--- src/rtl/uart_pkg.sv ---
// Shared types and helpers for the UART transmit scheduler.
// Optional feature macro: UART_TX_PARITY_EN (adds an even-parity bit after the data bits).
package uart_pkg;

    localparam int DEFAULT_DATA_BITS = 8;

    // The PARITY encoding exists only in the parity build, so neither build
    // carries a state that can never be entered.
`ifdef UART_TX_PARITY_EN
    typedef enum logic [2:0] {
        IDLE   = 3'd0,
        START  = 3'd1,
        DATA   = 3'd2,
        PARITY = 3'd3,
        STOP   = 3'd4
    } tx_sched_state_t;
`else
    typedef enum logic [2:0] {
        IDLE  = 3'd0,
        START = 3'd1,
        DATA  = 3'd2,
        STOP  = 3'd4
    } tx_sched_state_t;
`endif

    // Clock cycles per serial bit. Integer divide; the caller must keep it >= 2.
    function automatic int clks_per_bit(input int clk_freq, input int baud);
        return clk_freq / baud;
    endfunction

endpackage

--- src/rtl/uart_rr_arbiter.sv ---
// Combinational round-robin search: first set request bit strictly after the
// pointer, wrapping around. The pointer register itself lives in the caller.
module uart_rr_arbiter #(
    parameter int NUM_REQ = 4,
    parameter int IDX_W   = $clog2(NUM_REQ)
) (
    input  logic [NUM_REQ-1:0] req_i,
    input  logic [IDX_W-1:0]   ptr_i,
    output logic               valid_o,
    output logic [IDX_W-1:0]   idx_o
);

    // Walk offsets from farthest to nearest so the nearest set bit wins.
    always_comb begin
        int cand;
        valid_o = 1'b0;
        idx_o   = '0;
        cand    = 0;
        for (int k = NUM_REQ; k >= 1; k--) begin
            cand = int'(ptr_i) + k;
            if (cand >= NUM_REQ) begin
                cand = cand - NUM_REQ;
            end
            if (req_i[cand]) begin
                valid_o = 1'b1;
                idx_o   = IDX_W'(cand);
            end
        end
    end

endmodule

--- src/rtl/uart_tx_scheduler.sv ---
// Shares one UART TX line between NUM_REQ byte sources: round-robin grant,
// byte latch, baud timing and 8N1 framing in a single sequencer.
// Optional feature macro: UART_TX_PARITY_EN (START, DATA, PARITY, STOP frame).
//
// Handshake: a source raises req[i] with its byte on data_in and holds both
// until it sees gnt[i] high for one cycle; the byte was latched on the edge
// that raised gnt[i]. Dropping req[i] before that edge withdraws the request.
module uart_tx_scheduler
    import uart_pkg::*;
#(
    parameter int NUM_REQ   = 4,
    parameter int DATA_BITS = DEFAULT_DATA_BITS,
    parameter int CLK_FREQ  = 100_000_000,
    parameter int BAUD      = 9600
) (
    input  logic                           clk,
    input  logic                           reset,
    input  logic [NUM_REQ-1:0]             req,
    input  logic [NUM_REQ*DATA_BITS-1:0]   data_in,
    output logic [NUM_REQ-1:0]             gnt,
    output logic [$clog2(NUM_REQ)-1:0]     grant_id,
    output logic                           busy,
    output logic                           tx_out,
    output logic [2:0]                     state_dbg
);

    localparam int CPB   = clks_per_bit(CLK_FREQ, BAUD);
    localparam int IDX_W = $clog2(NUM_REQ);
    localparam int CNT_W = $clog2(CPB);
    localparam int BIT_W = (DATA_BITS > 1) ? $clog2(DATA_BITS) : 1;

    localparam logic [CNT_W-1:0] CNT_LAST  = CNT_W'(CPB - 1);
    localparam logic [BIT_W-1:0] BIT_LAST  = BIT_W'(DATA_BITS - 1);
    // Pointer at the last source makes source 0 the first candidate.
    localparam logic [IDX_W-1:0] PTR_RESET = IDX_W'(NUM_REQ - 1);

    tx_sched_state_t        state_q;
    logic [CNT_W-1:0]       cnt_q;
    logic [BIT_W-1:0]       bit_q;
    logic [DATA_BITS-1:0]   shift_q;
    logic [IDX_W-1:0]       last_q;
    logic [NUM_REQ-1:0]     gnt_q;
    logic [IDX_W-1:0]       grant_id_q;
    logic                   busy_q;
    logic                   tx_q;
`ifdef UART_TX_PARITY_EN
    logic                   par_q;
`endif

    logic                   arb_valid_d;
    logic [IDX_W-1:0]       arb_idx_d;
    logic [DATA_BITS-1:0]   sel_byte_d;
    logic                   bit_end_d;

    uart_rr_arbiter #(
        .NUM_REQ (NUM_REQ),
        .IDX_W   (IDX_W)
    ) u_arb (
        .req_i   (req),
        .ptr_i   (last_q),
        .valid_o (arb_valid_d),
        .idx_o   (arb_idx_d)
    );

    // Pick the winning source's byte out of the flattened data bus.
    always_comb begin
        sel_byte_d = '0;
        for (int i = 0; i < NUM_REQ; i++) begin
            if (arb_idx_d == IDX_W'(i)) begin
                sel_byte_d = data_in[i*DATA_BITS +: DATA_BITS];
            end
        end
    end

    assign bit_end_d = (cnt_q == CNT_LAST);

    // Frame sequencer: every non-idle state holds for CLKS_PER_BIT cycles,
    // outputs are registered and change only on state boundaries.
    always_ff @(posedge clk) begin
        if (reset) begin
            state_q    <= IDLE;
            cnt_q      <= '0;
            bit_q      <= '0;
            shift_q    <= '0;
            last_q     <= PTR_RESET;
            gnt_q      <= '0;
            grant_id_q <= '0;
            busy_q     <= 1'b0;
            tx_q       <= 1'b1;
`ifdef UART_TX_PARITY_EN
            par_q      <= 1'b0;
`endif
        end else begin
            gnt_q <= '0;
            case (state_q)
                IDLE: begin
                    tx_q   <= 1'b1;
                    busy_q <= 1'b0;
                    cnt_q  <= '0;
                    if (arb_valid_d) begin
                        state_q    <= START;
                        shift_q    <= sel_byte_d;
`ifdef UART_TX_PARITY_EN
                        par_q      <= ^sel_byte_d;
`endif
                        gnt_q      <= NUM_REQ'(1) << arb_idx_d;
                        grant_id_q <= arb_idx_d;
                        last_q     <= arb_idx_d;
                        busy_q     <= 1'b1;
                        tx_q       <= 1'b0;
                    end
                end
                START: begin
                    if (bit_end_d) begin
                        state_q <= DATA;
                        cnt_q   <= '0;
                        bit_q   <= '0;
                        tx_q    <= shift_q[0];
                        shift_q <= shift_q >> 1;
                    end else begin
                        cnt_q <= cnt_q + CNT_W'(1);
                    end
                end
                DATA: begin
                    if (bit_end_d) begin
                        cnt_q <= '0;
                        if (bit_q == BIT_LAST) begin
`ifdef UART_TX_PARITY_EN
                            state_q <= PARITY;
                            tx_q    <= par_q;
`else
                            state_q <= STOP;
                            tx_q    <= 1'b1;
`endif
                        end else begin
                            bit_q   <= bit_q + BIT_W'(1);
                            tx_q    <= shift_q[0];
                            shift_q <= shift_q >> 1;
                        end
                    end else begin
                        cnt_q <= cnt_q + CNT_W'(1);
                    end
                end
`ifdef UART_TX_PARITY_EN
                PARITY: begin
                    if (bit_end_d) begin
                        state_q <= STOP;
                        cnt_q   <= '0;
                        tx_q    <= 1'b1;
                    end else begin
                        cnt_q <= cnt_q + CNT_W'(1);
                    end
                end
`endif
                STOP: begin
                    if (bit_end_d) begin
                        state_q <= IDLE;
                        cnt_q   <= '0;
                        busy_q  <= 1'b0;
                        tx_q    <= 1'b1;
                    end else begin
                        cnt_q <= cnt_q + CNT_W'(1);
                    end
                end
                default: begin
                    state_q <= IDLE;
                    cnt_q   <= '0;
                    busy_q  <= 1'b0;
                    tx_q    <= 1'b1;
                end
            endcase
        end
    end

    assign gnt       = gnt_q;
    assign grant_id  = grant_id_q;
    assign busy      = busy_q;
    assign tx_out    = tx_q;
    assign state_dbg = state_q;

endmodule

--- config.mk ---
export PLATFORM = sky130hd
export DESIGN_NAME = uart_tx_scheduler
export DESIGN_NICKNAME = d
export VERILOG_FILES = /design/src/rtl/uart_pkg.sv /design/src/rtl/uart_rr_arbiter.sv /design/src/rtl/uart_tx_scheduler.sv
export SDC_FILE = /design/constraint.sdc
export NUM_CORES = 1
export LEC_CHECK = 0
export ABC_CLOCK_PERIOD_IN_PS = 1600
export BUFFER_PORTS_ARGS = -buffer_cell sky130_fd_sc_hd__buf_2
export CORE_UTILIZATION = 48
export DETAILED_ROUTE_END_ITERATION = 7
export GPL_TIMING_DRIVEN = 0
export PLACE_DENSITY_LB_ADDON = 0.3
export SLEW_MARGIN = 20
export SYNTH_ARGS = -nofsm -noshare
export SYNTH_HDL_FRONTEND = slang
export SYNTH_SLANG_ARGS = --single-unit
--- constraint.sdc ---
create_clock -name clk -period 1.6 [get_ports clk]
set_input_delay 0.08 -clock clk [delete_from_list [all_inputs] [get_ports clk]]
set_output_delay 0.08 -clock clk [all_outputs]
set_load 0.01 [all_outputs]
== Word-level counts from Yosys, hierarchy flattened ==
Cells that the tools add are included.
Operators by class
  add/sub/neg operators: 10
  magnitude comparators: 8
  equality and inequality tests: 14
  shift-type cells: 1
  mux-type cells: 51
  bitwise gates (word level): 4
  reduce and logical (&&, ||, !) cells: 14
Operators with widths (number)
  greater-or-equal comparator 32 x 4 -> 1 bit, second input constant: 4
  less-than comparator 32 x 4 -> 1 bit, second input constant: 4
  two-way mux 32 bit: 4
  subtractor 32 x 4 -> 32 bit, second input constant: 4
  two-way mux 8 bit: 8
  case mux 8 bit (3 select lines): 1
  two-way mux 3 bit: 7
  two-way mux 1 bit: 19
  adder 14 x 1 -> 14 bit, second input constant: 1
  == test 14 bit, second input constant: 1
  != test 2 bit, second input constant: 6
  case mux 3 bit (4 select lines): 1
  AND reduction 5 bit: 2
  OR reduction 3 bit: 3
  binary-select mux 1 bit (select 2 bit): 4
  two-way mux 2 bit: 4
  adder 2 x 2 -> 3 bit, second input constant: 2
  == test 3 bit, second input constant: 2
  case mux 3 bit (2 select lines): 1
  adder 2 x 3 -> 4 bit, second input constant: 1
  == test 2 bit, second input constant: 2
  NOT 1 bit: 4
  case mux 1 bit (4 select lines): 1
  AND reduction 2 bit: 2
  other kinds (14): 14
Storage, ports and cells
  bits in registers: 38
  bits of input ports: 38
  output and inout bits: 11

== Depth between registers and ports, before layout ==
Gate-level depths: netlist (run 1).
  depth after elaboration: 17
  gate-level depth with buffers: 8
  gate-level depth less buffers: 8

== Cells and area by module ==
Synthesis (run 1) repeated with hierarchy kept, for this count alone.
Unflattened totals
  cells, all modules: 220
  area, all modules: 2082.0 µm²
By module, submodules not included
  uart_tx_scheduler: instances 1, cells each 206, area each 1990.7 µm², seq. area each 760.7 µm²
  uart_rr_arbiter: instances 1, cells each 14, area each 91.3 µm², seq. area each 0.0 µm²

== Worst setup path after synthesis (run 1) ==
Ideal clock, no wire load.
  kind: register to register
  start: reg cnt_q[0]
  end: reg cnt_q[10]
  setup time: 64 ps
  arrival: 1637 ps
  setup slack: -101 ps
  cell stages (with the launch flop): 9
  clock period less this slack: 1701 ps
  cell sequence: dfxtp_1 -> ha_1 -> and3_1 -> clkbuf_2 -> and4_1 -> nor2_2 -> nand2b_1 -> buf_2 -> nor2_1
Between the ends
  word-level cells in the longest chain between the ends: 2
  elaborated cells between the ends (all ways): 3
  those cells by class: add/sub: 1; eq/ne: 1; reduce/logical: 1
RTL lines
  start: declaration: RTL line uart_tx_scheduler.sv:38  | logic [CNT_W-1:0] cnt_q;
  start signal: assignment: RTL line uart_tx_scheduler.sv:121  | cnt_q <= cnt_q + CNT_W'(1);
  start signal: assignment: RTL line uart_tx_scheduler.sv:141  | cnt_q <= cnt_q + CNT_W'(1);
  start signal: assignment: RTL line uart_tx_scheduler.sv:162  | cnt_q <= cnt_q + CNT_W'(1);
  parallel branches: the longest is 2 deep, another holds adder 14 x 1 -> 14 bit
Several ways; the timed one is not identified.
A chain may end at the register's enable or synchronous reset.

== Worst setup path after layout (run 1) ==
  start: reg last_q[1]
  end: reg shift_q[1]
Between the ends
  word-level cells in the longest chain between the ends: 17
  elaborated cells between the ends (all ways): 48
  those cells by class: add/sub: 8; order compare: 4; eq/ne: 4; mux: 30; reduce/logical: 2
RTL lines
  start: declaration: RTL line uart_tx_scheduler.sv:41  | logic [IDX_W-1:0] last_q;
  start signal: assignment: RTL line uart_tx_scheduler.sv:108  | last_q <= arb_idx_d;
  adder 2 x 3 -> 4 bit: RTL line uart_rr_arbiter.sv:20  | cand = int'(ptr_i) + k;
  subtractor 32 x 4 -> 32 bit / greater-or-equal comparator 32 x 4 -> 1 bit (equally long branches): RTL line uart_rr_arbiter.sv:22, uart_rr_arbiter.sv:21
  two-way mux 32 bit: RTL line uart_rr_arbiter.sv:21  | if (cand >= NUM_REQ) begin
  binary-select mux 1 bit (select 2 bit): RTL line uart_rr_arbiter.sv:24  | if (req_i[cand]) begin
  two-way mux 1 bit (not written as such) (2 in series): RTL line uart_rr_arbiter.sv:24
  two-way mux 2 bit (4 in series): RTL line uart_rr_arbiter.sv:24
  zero test 2 bit: RTL line uart_tx_scheduler.sv:69  | if (arb_idx_d == IDX_W'(i)) begin
  two-way mux 8 bit (4 in series): RTL line uart_tx_scheduler.sv:69
  two-way mux 8 bit: RTL line uart_tx_scheduler.sv:100  | if (arb_valid_d) begin
  case mux 8 bit (3 select lines): RTL line uart_tx_scheduler.sv:95  | case (state_q)
  end signal: assignment: RTL line uart_tx_scheduler.sv:102  | shift_q <= sel_byte_d;
  end signal: assignment: RTL line uart_tx_scheduler.sv:119  | shift_q <= shift_q >> 1;
  end signal: assignment: RTL line uart_tx_scheduler.sv:138  | shift_q <= shift_q >> 1;
  end: declaration: RTL line uart_tx_scheduler.sv:40  | logic [DATA_BITS-1:0] shift_q;
Parallel ways exist; a longest one is shown, timed or not. The select of a mux whose other input is x is not followed.

==> key figures, run 1 <==
Yosys
  – Mapped cell area: 2010 um2
  – Synth Net Count: 284
  – Yosys top cell area share: 37.8%
  – Synth Area per Inst: 8.29 um2
  – Top post-synthesis cells by area: dfxtp_1 38%, nor2_1 7.1%, mux2i_1 4.5%, o21ai_0 4.5%, a211oi_2 4.3%
  – Largest family of logic cells by synthesized area: simple AND/OR/NAND/NOR gates
  – XOR/XNOR share of the synthesized area: 6.09%
  – Post-synthesis compound-gate area fraction: 21.1%
  – Syn Inst Count: 243
  – Yosys top cell by area: dfxtp_1
  – Post-synthesis mux area share: 4.47%
  – Post-synth EDFFs: 0
  – Ys Warns: 0
  – Distinct cells, synth: 40
  – Post-synthesis simple-gate area fraction: 23.3%
  – Async SR Flop Fraction: 0%
  – Post-synthesis sequential area ratio: 37.8%
  – Post-synth top flop: dfxtp_1
  – Seq cells post-synth: 38
  – Adder-Cell Fraction of Synth Area: 1.86%

STA
  – Worst Tran Pin Value: 587 ps
  – RSZ-0062 raised after global routing: true
  – Final Critical Period: 1700 ps
  – Final setup viols: 8
  – Sum Neg Setup Slack: -554 ps
  – Worst setup margin: -101 ps
  – Max-slew headroom: 60.8%
  – Fin Clk Skew: 7.96 ps
  – Final hold vios: 0
  – Hold slack: 76.0 ps
  – Fmax: 588 MHz
  – Final period utilization: 106%
  – Slew Viols, Final: 0

Setup path
  – Setup CP Type: flop to flop
  – R2r startpoint: last_q[1]
  – R2r setup slk: -100 ps
  – FF-to-FF path depth: 7
  – Critical path peak fanout: 8
  – Setup crit start kind: flop
  – CP endpoint kind: flop
  – Crit path arrival time: 1920 ps
  – Crit path launch: last_q[1]
  – Reg-to-Reg End: shift_q[1]
  – Req. time, crit path: 1820 ps

Clock tree
  – Worst skew pair latency: 300 ps
  – CTS tree: built
  – Clock Root Buffer: clkbuf_8
  – Clk sinks: 38
  – Clock transition at path regs: 70 ps
  – TritonCTS Buffers: 5
  – Clock buffer depth: 2
  – H-Tree Depth: 2

Die
  – Std-Cell Rows: 23
  – Die Wd: 66.8 um
  – Starting density of the core: 50.0%
  – Core Area: 4030 um2
  – Die ar.: 4460 um2
  – Die Ht: 66.8 um
  – Top-Level Pins: 49

GRT
  – Largest net degree at the start of global routing: 15
  – Number of global-route vias before repair: 1897
  – Remaining global-route overflow: 0
  – First-pass GRT wire length: 8030 um
  – Initial antenna violation count: 0
  – GRT Resource Usage Total: 24.2%

Place
  – HPWL Detailed: 3320 um
  – RePlAce Congestion: 0.792
  – IO buf count: 48
  – Placed cell area: 2390 um2
  – Cells after DPL: 341

Status
  – Status: finished with violations
  – Violated checks: negative setup slack

Route
  – Drt total wl: 5480 um
  – Via count: 2017
  – DR iter-0 viols: 105
  – Final antenna-violating net count: 0
  – First drt pass iteration count: 4
  – Via/cell ratio: 5.63
  – WL/cell: 15.3 um
  – DRC: 0

Pwr
  – P per Cell Area: 1650 nW/um2
  – Leakage: 1.14 nW
  – Maximum vdd drop: 0.773 mV

Min path
  – Hold Path End: gnt[2]
  – Hold Crit Depth: 2
  – Hold_sp: reset
  – Hold Crit Class: input port to flop

Finish
  – Fin util: 70.2%
  – Share of cells above drive strength 1: 42.9%
  – Layout area overhead: 40.5%
  – Ant diodes: 0
  – Final std cells w/o fill: 358
  – Commonest non-fill, non-tap cell in the layout: buf_2
  – Leading cell types in the layout, fill and taps excluded: 48 x buf_2, 30 x nor2_1, 26 x dfxtp_1
  – Post-route cell area: 2830 um2
  – # nets final: 348

Run
  – Max cap viols: 0
## where the power goes
group          switching [mW]  internal (mW)
clock network           0.350          0.467
logic                    1.32           1.13
registers               0.206           1.19
## timing repair
| item | CTS | global route |
|---|---|---|
| resized for setup | 26 | 50 |
| pin swaps | 15 | 21 |
| setup buffers | 11 | 4 |
| endpoints found under the setup margin | 29 | 25 |
| cloned | 1 | 1 |
| hold buffers | 0 | 0 |
## logic make-up after synthesis
kind of cell / Yosys count
adders and majority gates: 3
muxes: 9
xor gates and xnor gates: 14
buffers and inverters: 23
and+or+nand+nor: 97
DFF: 38
AOI/OAI and AO/OA: 59
## critical path, stage by stage (launching register included)
cell and delay (ps):
dfxtp_4 380, nand2b_4 150, a21oi_4 170, o221ai_4 150, buf_6 170, mux2i_1 110
a211o_1 320, a211oi_2 170
## area by class of cell
type / instances / area [um2]
fill: 328 / 1200
inverter: 7 / 26.3
timing repair buffer: 64 / 393
sequential: 38 / 781
clock buffer: 7 / 76.3
buffer: 9 / 70.1
multi-input combinational: 182 / 1390
tap: 50 / 62.6
clock inverter: 1 / 30.0
## routing by layer
metal | global-route usage (%) | share of wire (%)
met5 | 0 | 0
met4 | 10.6 | 1.7
met3 | 4.11 | 3.8
met2 | 45.3 | 53
met1 | 26.2 | 41
## sequential cells by signal, summed over array words and instances (netlist names)
name and count:
bit_q 3, busy 1, cnt_q 14, gnt 4, grant_id 2, last_q 2
shift_q 8, state_dbg 3, tx_out 1
## cells in the mapped netlist (all sizes together) (3+ instances only)
master	count
nor3	17
a211oi	7
nor2	40
ha	3
nand3	8
nand2	10
buf	10
nand2b	5
mux2i	9
o21bai	3
dfxtp	38
a211o	9
and3	5
clkbuf	6
o211ai	3
nor4	3
a21oi	10
xnor2	7
inv	7
o21ai	20
xor2	7
## stage by stage
step / setup WS [ps] / total power [mW]
5_1_grt: -251 / 4.94
6_report: -101 / 4.66
2_1_floorplan: 4.37 / 2.77
4_1_cts: -109 / 4.23
3_3_place_gp: -260 / 3.19
3_5_place_dp: -285 / 3.22
## worst max-delay path by stage
stage | depth (start not counted) | to
6_report | 7 | shift_q[1]
3_3_place_gp | 7 | shift_q[1]
2_1_floorplan | 7 | shift_q[7]
5_1_grt | 7 | shift_q[3]
4_1_cts | 8 | bit_q[0]
3_5_place_dp | 6 | shift_q[0]
(Power assumes the default switching activity.)
==> run 2, diff against run 1 <==
--- a/config.mk
+++ b/config.mk
@@ -8,10 +8,12 @@
 export ABC_CLOCK_PERIOD_IN_PS = 1600
 export BUFFER_PORTS_ARGS = -buffer_cell sky130_fd_sc_hd__buf_2
 export CORE_UTILIZATION = 48
+export CTS_CLUSTER_SIZE = 24
 export DETAILED_ROUTE_END_ITERATION = 7
 export GPL_TIMING_DRIVEN = 0
 export PLACE_DENSITY_LB_ADDON = 0.3
 export SLEW_MARGIN = 20
 export SYNTH_ARGS = -nofsm -noshare
 export SYNTH_HDL_FRONTEND = slang
+export SYNTH_HIERARCHICAL = 1
 export SYNTH_SLANG_ARGS = --single-unit
==> key figures, run 2 <==
Yosys
  – Top post-synthesis cells by area: dfxtp_1 37%, mux4_2 8.7%, a2111oi_2 5.0%, nor2_1 4.9%, mux2i_1 3.8%
  – Post-synth top flop: dfxtp_1
  – Most common cell in the netlist: dfxtp_1
  – Syn Inst Count: 220
  – Post-synth EDFFs: 0
  – Seq cells post-synth: 38
  – Synth Area per Inst: 9.46 um2
  – Ys Warns: 6
  – Yosys top cell area share: 36.5%
  – Yosys top cell by area: dfxtp_1
  – Post-synthesis sequential area ratio: 36.5%
  – Top post-synthesis cells by count: 38 x dfxtp_1, 27 x nor2_1, 15 x nand2_1
  – Distinct cells, synth: 48
  – Synth Net Count: 261
  – Mapped cell area: 2080 um2
  – Async SR Flop Fraction: 0%

Finish
  – Layout area overhead: 40.7%
  – Filler Cells Inserted: 291
  – Share of cells above drive strength 1: 48.5%
  – Fin util: 71.7%
  – Final std cells w/o fill: 349
  – Largest register FFs: 14
  – Most flop-heavy register: cnt_q
  – Commonest non-fill, non-tap cell in the layout: buf_2
  – Ant diodes: 0
  – # nets final: 340
  – Leading cell types in the layout, fill and taps excluded: 49 x buf_2, 27 x nor2_1, 26 x dfxtp_1

STA
  – Slew Viols, Final: 0
  – Fin Clk Skew: 3.98 ps
  – Final Critical Period: 2010 ps
  – Final hold vios: 0
  – Worst setup margin: -406 ps
  – Worst Tran Pin Value: 623 ps
  – RSZ-0062 raised after global routing: true
  – Max-slew headroom: 58.5%
  – Final period utilization: 125%
  – Final setup viols: 14
  – Fmax: 499 MHz

Setup path
  – Setup CP Type: flop to flop
  – Setup crit start kind: flop
  – Crit path arrival time: 2180 ps
  – Critical path peak fanout: 6
  – CP endpoint kind: flop
  – Req. time, crit path: 1770 ps
  – FF-to-FF path depth: 6

Route
  – Via count: 1993
  – Via/cell ratio: 5.71
  – DR iter-0 viols: 76
  – Drt total wl: 5570 um
  – WL/cell: 16.0 um
  – DRC: 0
  – First drt pass iteration count: 4
  – Final antenna-violating net count: 0

Status
  – Status: finished with violations
  – Violated checks: negative setup slack

Place
  – Cells after DPL: 318
  – HPWL Detailed: 3430 um
  – IO buf count: 48
  – RePlAce Congestion: 0.787

GRT
  – Initial antenna violation count: 0
  – First-pass GRT wire length: 8090 um
  – GRT Resource Usage Total: 23.8%
  – Number of global-route vias before repair: 1824
  – Remaining global-route overflow: 0
  – Largest net degree at the start of global routing: 12

Die
  – Core Area: 4090 um2
  – Starting density of the core: 50.9%
  – Std-Cell Rows: 23
  – Die Wd: 67.9 um
  – Die ar.: 4600 um2
  – Top-Level Pins: 49
  – Die Ht: 67.9 um

Clock tree
  – H-Tree Depth: 2
  – Cts hold-fix bufs: 0
  – Clock transition at path regs: 70 ps
  – Clk sinks: 38
  – Worst skew pair latency: 300 ps
  – Clock Root Buffer: clkbuf_8
  – CTS tree: built
  – TritonCTS Buffers: 5
  – Clock buffer depth: 2

Pwr
  – Sequential power share: 45.6%
  – Internal Pwr Total: 1.66 mW
  – Leakage: 1.16 nW
  – Net Sw Power: 671 uW
  – Fraction of power spent switching nets: 28.7%
  – Share of total power in combinational logic: 27.4%
  – P per Cell Area: 797 nW/um2
  – Clock power frac: 27.1%
  – Maximum vdd drop: 0.416 mV

Run
  – Max cap viols: 0

Min path
  – Hold Crit Depth: 3
  – Hold Crit Class: input port to flop
## run 2: cell types whose count changed in the layout (fill, tap and decap cells not counted), sizes merged, moves of 8 or more
cell | before | now
buf | 67 | 80
mux4 | 0 | 8
o21ai | 20 | 9
a211o | 9 | 1
nor3 | 17 | 8
nor2 | 40 | 27
## run 2: cell families (layout without fill, tap and decap cells)
kind of cell	count (synthesis)	after routing	synth area share (%)
flops	38	38	36.5
fa+ha+maj	3	3	1.80
buf+inv	19	97	4.15
mux	16	16	12.5
xor+xnor	13	13	5.47
simple gates	90	90	23.6
compound gates	41	42	15.9
## run 2: timing repair
item                                    CTS  global route
endpoints found under the setup margin   34            28
pin swaps                                 8            13
cloned                                    2             0
buffers inserted                         12            10
endpoints found under the hold margin     0             0
gates resized for setup                  28            29
## run 2: worst paths after layout
kind                             startpoint     endpoint  slack, ps
worst min register to register  grant_id[1]  grant_id[1]        460
worst max register to register    last_q[1]   shift_q[1]       -410
worst min-delay path                  reset       tx_out        130
worst max-delay path              last_q[1]   shift_q[1]       -410
## run 2: per-stage QoR
step	hold slack, ps	area (um2)	power [mW]	setup WS [ps]	TNS, ps
after floorplan	225	2160	1.42	-268	-1600
after global placement	382	2460	1.55	-504	-6570
after detailed placement	389	2460	1.56	-576	-7250
after CTS	102	2770	2.28	-305	-2470
after global routing	134	2930	2.43	-483	-4960
final	129	2930	2.33	-406	-3110
## run 2: layout make-up
type	instances	area, um2	share of cell area (%)
plain buffers	13	118	4.02
well taps	50	62.6	2.14
flip-flops and latches	38	783	26.7
multi-input cells	164	1410	48.2
repair buffers	71	453	15.5
inverters	6	23.8	0.812
clock buffers	7	76.3	2.61
## run 2: per-layer routing
metal  vias to the layer above  global-route usage, %  wire length, um  part of all wire, %
li1                        981                      -                -                    -
met1                       949                   27.3             2410                   43
met2                        48                   42.5             2790                   50
met3                        15                   5.00              236                  4.2
met4                         0                   9.64              135                  2.4
met5                         -                      0                0                    0
## run 2: worst max-delay path, cell delays in order, from the launching register on
cell and delay (ps):
dfxtp_4 380, mux2i_2 260, o221ai_4 170, buf_4 180, mux4_2 360, mux2i_4 90, a2111oi_2 440
## run 2: power groups by stage
stage                     logic (mW)  registers, mW  clock network, mW
after detailed placement       0.487           1.08                  0
after global placement         0.475           1.07                  0
after CTS                      0.593           1.06              0.629
after floorplan                0.345           1.08                  0
after global routing           0.683           1.07              0.679
final                          0.639           1.06              0.632
==> run 3, diff against run 2 <==
--- a/config.mk
+++ b/config.mk
@@ -12,6 +12,7 @@
 export DETAILED_ROUTE_END_ITERATION = 7
 export GPL_TIMING_DRIVEN = 0
 export PLACE_DENSITY_LB_ADDON = 0.3
+export SKIP_CTS_REPAIR_TIMING = 1
 export SLEW_MARGIN = 20
 export SYNTH_ARGS = -nofsm -noshare
 export SYNTH_HDL_FRONTEND = slang
==> key figures, run 3 (synthesis gave the netlist of run 2 again) <==
Die
  – Die ar.: 4600 um2
  – Core Area: 4090 um2
  – Std-Cell Rows: 23
  – Starting density of the core: 50.9%
  – Top-Level Pins: 49
  – Die Wd: 67.9 um
  – Die Ht: 67.9 um

Pwr
  – Leakage: 1.15 nW
  – Internal Pwr Total: 1.63 mW
  – Fraction of power spent switching nets: 28.3%
  – Share of total power in combinational logic: 26.1%
  – Clock power frac: 27.4%
  – Sequential power share: 46.5%
  – Maximum vdd drop: 0.421 mV
  – Net Sw Power: 642 uW
  – P per Cell Area: 780 nW/um2

STA
  – Worst Tran Pin Value: 653 ps
  – Final hold vios: 0
  – Max-slew headroom: 56.5%
  – RSZ-0062 raised after global routing: true
  – Final period utilization: 121%
  – Fin Clk Skew: 2.51 ps
  – Worst setup margin: -343 ps
  – Final setup viols: 10
  – Fmax: 515 MHz
  – Final Critical Period: 1940 ps
  – Hold slack: 127 ps
  – Slew Viols, Final: 0
  – Sum Neg Setup Slack: -2770 ps

Route
  – First drt pass iteration count: 4
  – DR iter-0 viols: 108
  – Via/cell ratio: 5.72
  – DRC: 0
  – WL/cell: 15.2 um
  – Drt total wl: 5290 um
  – Via count: 1998
  – Final antenna-violating net count: 0

Clock tree
  – Clock Root Buffer: clkbuf_8
  – Worst skew pair latency: 290 ps
  – CTS tree: built
  – Clock transition at path regs: 70 ps
  – Clock buffer depth: 2
  – H-Tree Depth: 2
  – TritonCTS Buffers: 5
  – Clk sinks: 38

GRT
  – First-pass GRT wire length: 7200 um
  – GRT Resource Usage Total: 20.9%
  – Largest net degree at the start of global routing: 11
  – Initial antenna violation count: 0
  – Number of global-route vias before repair: 1679
  – Remaining global-route overflow: 0

Setup path
  – Crit path arrival time: 2090 ps
  – Setup CP Type: flop to flop
  – Cell Chain, Critical Path: ha_4 -> ha_4 -> or3b_4 -> a21oi_4 -> buf_6 -> o21a_4 -> a2111oi_2
  – Critical Path Most Common Cell: ha_4
  – CP endpoint kind: flop
  – Req. time, crit path: 1750 ps
  – Setup crit start kind: flop
  – Crit-path slowest cell: or3b_4
  – Slowest stage delay, CP: 380 ps
  – Critical path peak fanout: 8
  – Crit path buf inv count: 1
  – Crit-path leading delay family: compound AO/OA/AOI/OAI gates

Finish
  – Leading cell types in the layout, fill and taps excluded: 49 x buf_2, 27 x dfxtp_1, 26 x nor2_1
  – Layout area overhead: 39.7%
  – Commonest non-fill, non-tap cell in the layout: buf_2
  – Largest register FFs: 14
  – Fin util: 71.2%
  – Most flop-heavy register: cnt_q
  – Ant diodes: 0
  – # nets final: 340
  – Share of cells above drive strength 1: 47.8%

Status
  – Status: finished with violations
  – Violated checks: negative setup slack

Place
  – IO buf count: 48
  – Worst slack, placed: -576 ps
  – RePlAce Congestion: 0.787
  – HPWL Detailed: 3430 um

Min path
  – Hold Crit Class: input port to flop

Run
  – Max cap viols: 0
==> run 3: worst reg2reg max path: cells and delay by family (launching register included) <==
kind / cells / cell delay (ps)
AO/OA/AOI/OAI: 3 / 610
adder cells (fa/ha/maj): 2 / 320
buffers and inverters: 1 / 160
flip-flops: 1 / 340
AND/OR/NAND/NOR: 1 / 380
==> run 3: layout make-up <==
| type | count | area [um2] |
|---|---|---|
| clock buffer | 7 | 76.3 |
| sequential | 38 | 787 |
| fill | 299 | 1180 |
| buffer | 13 | 114 |
| timing repair buffer | 72 | 457 |
| multi-input combinational | 163 | 1390 |
| tap | 50 | 62.6 |
| inverter | 6 | 26.3 |
==> run 3: through the flow <==
stage	area [um2]	power (mW)	std cells
floorplan	2160	1.42	220
global placement	2460	1.55	318
detailed placement	2460	1.56	318
CTS	2540	2.17	325
global route	2910	2.38	349
finish	2910	2.27	349
==> run 3: power by group through the flow <==
stage | clock network (mW) | logic (mW) | registers, mW
global route | 0.680 | 0.639 | 1.06
floorplan | 0 | 0.345 | 1.08
CTS | 0.629 | 0.488 | 1.05
finish | 0.622 | 0.591 | 1.06
global placement | 0 | 0.475 | 1.07
detailed placement | 0 | 0.487 | 1.08
==> run 3: worst paths after layout <==
kind	startpoint	slack [ps]	cells past startpoint	end
max	bit_q[0]	-340	7	shift_q[3]
min	reset	130	3	tx_out
max reg2reg	bit_q[0]	-340	7	shift_q[3]
min reg2reg	cnt_q[0]	450	1	cnt_q[0]
==> run 3: routing by layer <==
| metal | vias to the layer above | global-route usage [%] | share of wire, % |
|---|---|---|---|
| met5 | - | 0 | 0 |
| li1 | 979 | - | - |
| met2 | 58 | 36.8 | 52 |
| met3 | 9 | 4.67 | 4.5 |
| met1 | 952 | 24.9 | 43 |
| met4 | 0 | 7.29 | 1.2 |
